===== config.mk =====
export PLATFORM = sky130hd
export DESIGN_NAME = simple_fifo_reader_256
export DESIGN_NICKNAME = d
export VERILOG_FILES = /design/src/rtl/simple_fifo_reader_256.sv
export SDC_FILE = /design/constraint.sdc
export NUM_CORES = 1
export LEC_CHECK = 0
export ABC_AREA = 1
export BUFFER_PORTS_ARGS = -buffer_cell sky130_fd_sc_hd__buf_2
export CAP_MARGIN = 15
export CORE_ASPECT_RATIO = 0.8
export CORE_UTILIZATION = 25
export CTS_BUF_LIST = sky130_fd_sc_hd__clkbuf_4 sky130_fd_sc_hd__clkbuf_8
export CTS_CLUSTER_SIZE = 28
export DETAILED_ROUTE_END_ITERATION = 12
export GPL_TIMING_DRIVEN = 0
export PLACE_DENSITY = 0.47
export SKIP_CTS_REPAIR_TIMING = 1
export SKIP_LAST_GASP = 1
export SYNTH_ARGS = -nofsm -noshare
export SYNTH_HDL_FRONTEND = slang
export SYNTH_SLANG_ARGS = --single-unit

===== constraint.sdc =====
create_clock -name clk -period 10.1 [get_ports clk]
set_input_delay 2.02 -clock clk [delete_from_list [all_inputs] [get_ports clk]]
set_output_delay 2.02 -clock clk [all_outputs]
set_load 0.03 [all_outputs]

===== src/rtl/simple_fifo_reader_256.sv =====
// Drains a counted burst of words from an upstream simple_fifo into a valid/ready stream,
// using a 2-entry skid buffer so one-cycle FIFO read latency never throttles throughput.
module simple_fifo_reader_256 #(
  parameter int WIDTH = 256,
  parameter int LEN_W = 32
) (
  input  logic             clk,
  input  logic             reset,
  input  logic             start,
  input  logic [LEN_W-1:0] len,
  output logic             busy,
  output logic             done,
  input  logic             fifo_empty,
  output logic             fifo_re,
  input  logic [WIDTH-1:0] fifo_dout,
  output logic             out_valid,
  input  logic             out_ready,
  output logic [WIDTH-1:0] out_data,
  output logic [LEN_W-1:0] out_count
);

  typedef enum logic [1:0] {IDLE, RUN, FLUSH, DONE} state_t;

  state_t           state, state_nxt;
  logic [LEN_W-1:0] issue_cnt, deliv_cnt, issue_nxt, deliv_nxt;
  logic [WIDTH-1:0] ent0, ent1;
  logic [1:0]       occ, pend;
  logic             inflight, pop, cap;

  assign out_valid = (occ != 2'd0);
  assign out_data  = out_valid ? ent0 : '0;
  assign pop       = out_valid & out_ready;
  assign cap       = inflight;
  assign busy      = (state == RUN) || (state == FLUSH);
  assign done      = (state == DONE);

  // Slot accounting credits an entry popped this cycle so a continuously
  // drained stream can issue a read every cycle without overflowing.
  assign pend    = occ + {1'b0, inflight} - {1'b0, pop};
  assign fifo_re = (state == RUN) && !fifo_empty && (issue_cnt != '0) && (pend < 2'd2);

  assign issue_nxt = issue_cnt - {{(LEN_W-1){1'b0}}, fifo_re};
  assign deliv_nxt = deliv_cnt - {{(LEN_W-1){1'b0}}, pop};

  always_comb begin
    state_nxt = state;
    case (state)
      IDLE:    if (start) state_nxt = (len != '0) ? RUN : DONE;
      RUN:     if (issue_nxt == '0) state_nxt = FLUSH;
      FLUSH:   if (deliv_nxt == '0) state_nxt = DONE;
      DONE:    state_nxt = IDLE;
      default: state_nxt = IDLE;
    endcase
  end

  always_ff @(posedge clk or negedge reset) begin
    if (!reset) begin
      state     <= IDLE;
      issue_cnt <= '0;
      deliv_cnt <= '0;
      out_count <= '0;
      occ       <= 2'd0;
      inflight  <= 1'b0;
      ent0      <= '0;
      ent1      <= '0;
    end else begin
      state    <= state_nxt;
      inflight <= fifo_re;
      if (state == IDLE && start) begin
        issue_cnt <= len;
        deliv_cnt <= len;
        out_count <= '0;
      end else begin
        issue_cnt <= issue_nxt;
        deliv_cnt <= deliv_nxt;
        if (pop) out_count <= out_count + 1'b1;
      end
      occ <= occ + {1'b0, cap} - {1'b0, pop};
      // ent0 is always the oldest word; ent1 only holds data when occ==2.
      case ({cap, pop})
        2'b01: ent0 <= ent1;
        2'b10: begin
          if (occ == 2'd0) ent0 <= fifo_dout;
          else             ent1 <= fifo_dout;
        end
        2'b11: begin
          if (occ == 2'd1) ent0 <= fifo_dout;
          else begin
            ent0 <= ent1;
            ent1 <= fifo_dout;
          end
        end
        default: ;
      endcase
    end
  end

endmodule

==> flow_summary.toml, run 1 <==
[route]
routed_wl_um = 112700
vias_per_cell = 4.391
route.met3.wl_um = 7203
dr.pass1.iters = 6
via_count = 27984
met2WireLength_um = 49540
met1_length_um = 53090
top_layer = "met5"
ant_nets = 0
drt_iter0_markers = 1718
drc = 0
wl_per_cell_um = 17.68

[placed_design]
gp_congestion = 0.9101
place_ws_ps = 2947
portBuffers = 584
dpl.hpwl_um = 84670

[worst_setup_path]
r2r-start = "occ[1]$_DFF_PN0_"
r2r_slack_ps = 4390
critPathKind = "input pin to primary output"
worstPathRequired_ps = 8080
path_max_fanout = 10
end_kind = "primary output"
crit_start = "out_ready"
cp-start-kind = "input pin"
worstPathArrival_ps = 4660

[cells_and_area]
multi_input_area_um2 = 11160
nets = 5028
synthToLayoutAreaGrowth_pct = 25.28
mostFrequentLayoutCells = "1135 x nand2_1, 817 x o21ai_0, 649 x buf_2"
layout-drive-gt1-share_pct = 18.09
regArea_um2 = 15340
layout_commonest_cell = "nand2_1"
nFillCells = 12886
postLayoutCoreUtil_pct = 31.74

[sta]
slew-limit-headroom_pct = 20.89
rsz0062_at_grt = "no"
fin_tns_setup_ps = 0
skew_ps = 45.29
postLayoutSetupSlackWorst_ps = 3421
fmax_ghz = 0.1497
finalCritPeriodShare_pct = 66.13
setup_viol = 0
slew_viol_final = 0
tightestPinTransition_ps = 1187
min_period_ps = 6679
hold_violations = 0

[power]
powerDensity_nw_per_um2 = 268.9
power_frac_clock_pct = 25.4
max-vdd-ir-drop_mv = 0.1954
p_int_mw = 5.475
combPwrFrac_pct = 42.4
swShare_pct = 45.29
leakagePower_nw = 18.93
p_seq_share_pct = 32.2
p_switching_mw = 4.533

[clocking]
clock_path_buffers = 3
cts.clk_slew.worst_paths_ps = 60
htreeDepth = 3
clk_latency_ps = 830
cts_sinks = 613
cts-buffers-inserted = 113
root_buffer = "clkbuf_8"
cts_tree = "yes"

[global_routing]
antenna_found_initial = 37
overflow = 0
grt_max_degree = 109
track_usage_pct = 18.33
grt_pass1_vias = 26761
grt_first_pass_wirelength_um = 167200

[logic_synthesis]
synth_nets = 4321
ys.warnings.count = 0
ys_types = 30
ys_top_cells_by_area = "dfrtp_1 52%, nand2_1 14%, o21ai_0 14%"
synth_largest_area_cell = "dfrtp_1"
syn-instance-count = 4015
synth.avg_cell_area_um2 = 7.400
synth.yosys.seq_area_share_pct = 51.63
synth-seq-cells = 613
netlist_area_um2 = 29710
yosysTopAreaCellShare_pct = 51.63

[floorplanning]
initial_core_util_pct = 25.33
io_pins = 585
die_y_um = 310.3
num_rows = 112
die_x_um = 387.4
core_area_um2 = 117300
die-area_um2 = 120200

[run_status]
status = "complete, no violations"

[hold_path]
hold_class = "flip-flop to flip-flop"
min-delay-start = "out_count[31]$_DFFE_PN0P_"

[job]
cap_violations = 0
==> synthesized netlist by cell type <==
cell type,n
and2_1,1
and3_1,1
xor2_1,10
nor2_2,3
or2_2,3
ha_1,13
a21oi_1,25
a31oi_1,2
a21oi_2,1
dfrtp_1,613
inv_1,621
nor3b_1,1
o21ai_0,817
nor4_1,12
xnor2_1,8
a2bb2oi_1,1
buf_2,66
o21ai_1,8
inv_2,2
clkbuf_1,129
nor3_1,19
nand4_1,22
a22oi_1,1
buf_1,15
nand2_1,1135
o21a_1,2
nor2_1,428
nand3b_1,8
nand3_1,47
o31ai_1,1
==> final cells by class <==
type / instances / area share [%]
Antenna cell: 25 / 0.1681
Buffer: 210 / 2.343
Clock buffer: 179 / 5.879
Clock inverter: 23 / 0.5546
Inverter: 623 / 6.282
Multi-Input combinational cell: 2569 / 29.99
Sequential cell: 613 / 41.21
Tap cell: 1539 / 5.173
Timing Repair Buffer: 592 / 8.403
==> registers in the layout, indices dropped and copies added (netlist names) <==
name,flops
ent0,256
ent1,256
deliv_cnt,32
issue_cnt,32
out_count,32
occ,2
state,2
cap,1
==> through the flow <==
step / hold WS (ps) / area [um^2] / power (mW) / std cells
finish: 463.4 / 37220 / 10.01 / 6373
global route: 486.8 / 37200 / 10.66 / 6365
CTS: 465.9 / 37150 / 10.18 / 6347
detailed placement: 455.3 / 34750 / 7.552 / 6145
global placement: 456.1 / 34560 / 7.540 / 6138
floorplan: 486.5 / 29710 / 5.941 / 4015
==> final timing paths <==
kind                                              to  depth (start not counted)
min                        out_count[31]$_DFFE_PN0P_                          1
max in group asynchronous    deliv_cnt[19]$_DFF_PN0_                          5
max                                          fifo_re                         10
max reg2reg                     state[0]$_DFFE_PN0P_                         25
min reg2reg                out_count[31]$_DFFE_PN0P_                          1
min in group asynchronous      ent0[156]$_DFFE_PN0P_                          1
==> worst max-delay path, stage by stage <==
cell     delay (ps)
buf_2           100
nand2_1          90
buf_2           310
ha_1            290
inv_1            50
ha_1            150
xor2_1          170
xor2_1          180
nor4_1          920
buf_2           350
==> per-layer routing <==
layer / up-vias / track usage, %
li1: 13838 / -
met1: 13157 / 25.78
met2: 768 / 27.41
met3: 203 / 4.645
met4: 18 / 5.740
met5: - / 0
==> power by group through the flow <==
stage	combinational [mW]	clock [mW]	sequential, mW
after floorplan	2.69	0	3.25
after global placement	4.27	0	3.27
after detailed placement	4.29	0	3.27
after CTS	4.31	2.65	3.23
after global routing	4.63	2.75	3.28
final	4.24	2.55	3.22
==> logic make-up after synthesis <==
kind of cell | synth area share, %
AOI/OAI and AO/OA | 14.52
xor gates and xnor gates | 0.5306
adders and majority gates | 0.5475
buffers and inverters | 10.80
DFF | 51.63
and+or+nand+nor | 21.97
Power figures use the tool's default switching activity.
==> run 2: changes to the inputs <==
Clock period 10.1 ns to 6.3 ns, I/O delays scaled along.
==> run 2 against run 1 <==
  * Register-to-register slack worse by 3400 ps
  * Count of clock-buffer cells in the layout unchanged
  * Sequential share of layout area about the same
  * Critical path type is now flip-flop to flip-flop
  * Critical endpoint is now state[0]$_DFFE_PN0P_
  * Highest routed layer unchanged
==> flow_summary.toml, run 2 (same netlist as run 1, synthesis figures left out) <==
[floorplanning]
die_x_um = 387.4
die-area_um2 = 120200
die_y_um = 310.3
io_pins = 585
num_rows = 112
core_area_um2 = 117300
initial_core_util_pct = 25.33

[sta]
postLayoutSetupSlackWorst_ps = 947.1
hold_violations = 0
finalCritPeriodShare_pct = 84.97
slew_viol_final = 0
fmax_ghz = 0.1868
rsz0062_at_grt = "no"
slew-limit-headroom_pct = 18.75
min_period_ps = 5353
holdWs_ps = 298.3
tightestPinTransition_ps = 1219
setup_viol = 0
skew_ps = 47.63

[worst_setup_path]
cp_slowest_stage_delay_ps = 610
slowest_stage = "nor4_2"
cp-start-kind = "flip-flop"
worstPathArrival_ps = 6060
endpoint = "state[0]$_DFFE_PN0P_"
critical_path_cell_count = 25
crit_family = "simple AND/OR/NAND/NOR gates"
cp_common_cell = "nand2_1"
r2r_end = "state[0]$_DFFE_PN0P_"
r2r-start = "occ[1]$_DFF_PN0_"
r2r_slack_ps = 950
crit_buf_inv = 3
path_max_fanout = 10
crit_start = "occ[1]$_DFF_PN0_"
rr_worst_depth = 25
end_kind = "flip-flop"
critPathKind = "flip-flop to flip-flop"
worstPathRequired_ps = 7010

[route]
met2WireLength_um = 49570
vias_per_cell = 4.391
via_count = 27981
top_layer = "met5"
met1_length_um = 53380
route.met3.wl_um = 7036
ant_nets = 0
wl_per_cell_um = 17.69
drc = 0
routed_wl_um = 112800
dr.pass1.iters = 6
drt_iter0_markers = 1709

[power]
powerDensity_nw_per_um2 = 430.9
p_int_mw = 8.778
max-vdd-ir-drop_mv = 0.3134
power_frac_clock_pct = 25.4
design_power_total_mw = 16.04
p_seq_share_pct = 32.2
combPwrFrac_pct = 42.3
swShare_pct = 45.29
leakagePower_nw = 18.93
p_switching_mw = 7.266

[cells_and_area]
nFillCells = 12884
multi_input_area_um2 = 11170
regArea_um2 = 15340
nets = 5028
reg.largest.list = "ent0 (256), ent1 (256)"
layout_commonest_cell = "nand2_1"
layout-drive-gt1-share_pct = 18.11
mostFrequentLayoutCells = "1135 x nand2_1, 817 x o21ai_0, 649 x buf_2"
synthToLayoutAreaGrowth_pct = 25.31

[placed_design]
dpl.hpwl_um = 84670
gp_congestion = 0.9101
portBuffers = 584
place_ws_ps = -93.38

[clocking]
cts_sinks = 613
htreeDepth = 3
cts_tree = "yes"
clk_latency_ps = 830
cts-buffers-inserted = 113
cts.clk_slew.worst_paths_ps = 60
root_buffer = "clkbuf_8"
clock_path_buffers = 3

[hold_path]
hold_class = "input pin to asynchronous set/reset pin"

[global_routing]
antenna_found_initial = 37
grt_pass1_vias = 26761
grt_max_degree = 109
overflow = 0
track_usage_pct = 18.33
grt_first_pass_wirelength_um = 167200

[run_status]
status = "complete, no violations"

[job]
cap_violations = 0
[run 2: cell counts in the layout (fill, tap and decap cells not counted)]
Identical to the previous run, type by type.
[run 2: worst min-delay path by stage]
stage	depth (start not counted)	slack (ps)	to
2_1_floorplan	2	490	ent0[216]$_DFFE_PN0P_
3_3_place_gp	1	460	out_count[31]$_DFFE_PN0P_
3_5_place_dp	1	460	out_count[31]$_DFFE_PN0P_
4_1_cts	1	170	ent0[160]$_DFFE_PN0P_
5_1_grt	1	190	ent0[160]$_DFFE_PN0P_
6_report	1	300	ent0[156]$_DFFE_PN0P_
[run 2: stage by stage]
| step | area (um^2) | std cells | utilization (%) | setup TNS, ps |
|---|---|---|---|---|
| after floorplan | 29710 | 4015 | - | 0 |
| after global placement | 34560 | 6138 | 29.46 | -6177610 |
| after detailed placement | 34750 | 6145 | 29.63 | -186.3 |
| after CTS | 37150 | 6347 | 31.67 | 0 |
| after global routing | 37210 | 6365 | 31.72 | 0 |
| final | 37230 | 6373 | 31.74 | 0 |
[run 2: power groups by stage]
stage          Combinational, mW  Sequential, mW  Clock (mW)
6_report                    6.79            5.17        4.08
5_1_grt                     7.42            5.27        4.41
4_1_cts                     6.90            5.17        4.25
3_5_place_dp                6.87            5.23           0
3_3_place_gp                6.84            5.24           0
2_1_floorplan               4.31            5.21           0
[run 2: final cells by class]
class                           count  area share (%)
Antenna cell                       25          0.1680
Buffer                            210           2.342
Clock buffer                      179           5.878
Clock inverter                     23          0.5545
Inverter                          623           6.281
Multi-Input combinational cell   2569           30.00
Sequential cell                   613           41.20
Tap cell                         1539           5.172
Timing Repair Buffer              592           8.402
[run 2: worst reg2reg max path: cells and delay by family, from the launching register on]
| kind | cells | cell delay, ps |
|---|---|---|
| DFF | 1 | 410 |
| adders and majority gates | 4 | 1140 |
| buffers and inverters | 3 | 500 |
| xor gates and xnor gates | 3 | 600 |
| and+or+nand+nor | 15 | 2590 |
[run 2: routing by layer]
| layer | GRT usage (%) | up-vias |
|---|---|---|
| met5 | 0 | - |
| met4 | 5.740 | 18 |
| met3 | 4.645 | 203 |
| met2 | 27.41 | 767 |
| met1 | 25.78 | 13153 |
| li1 | - | 13840 |
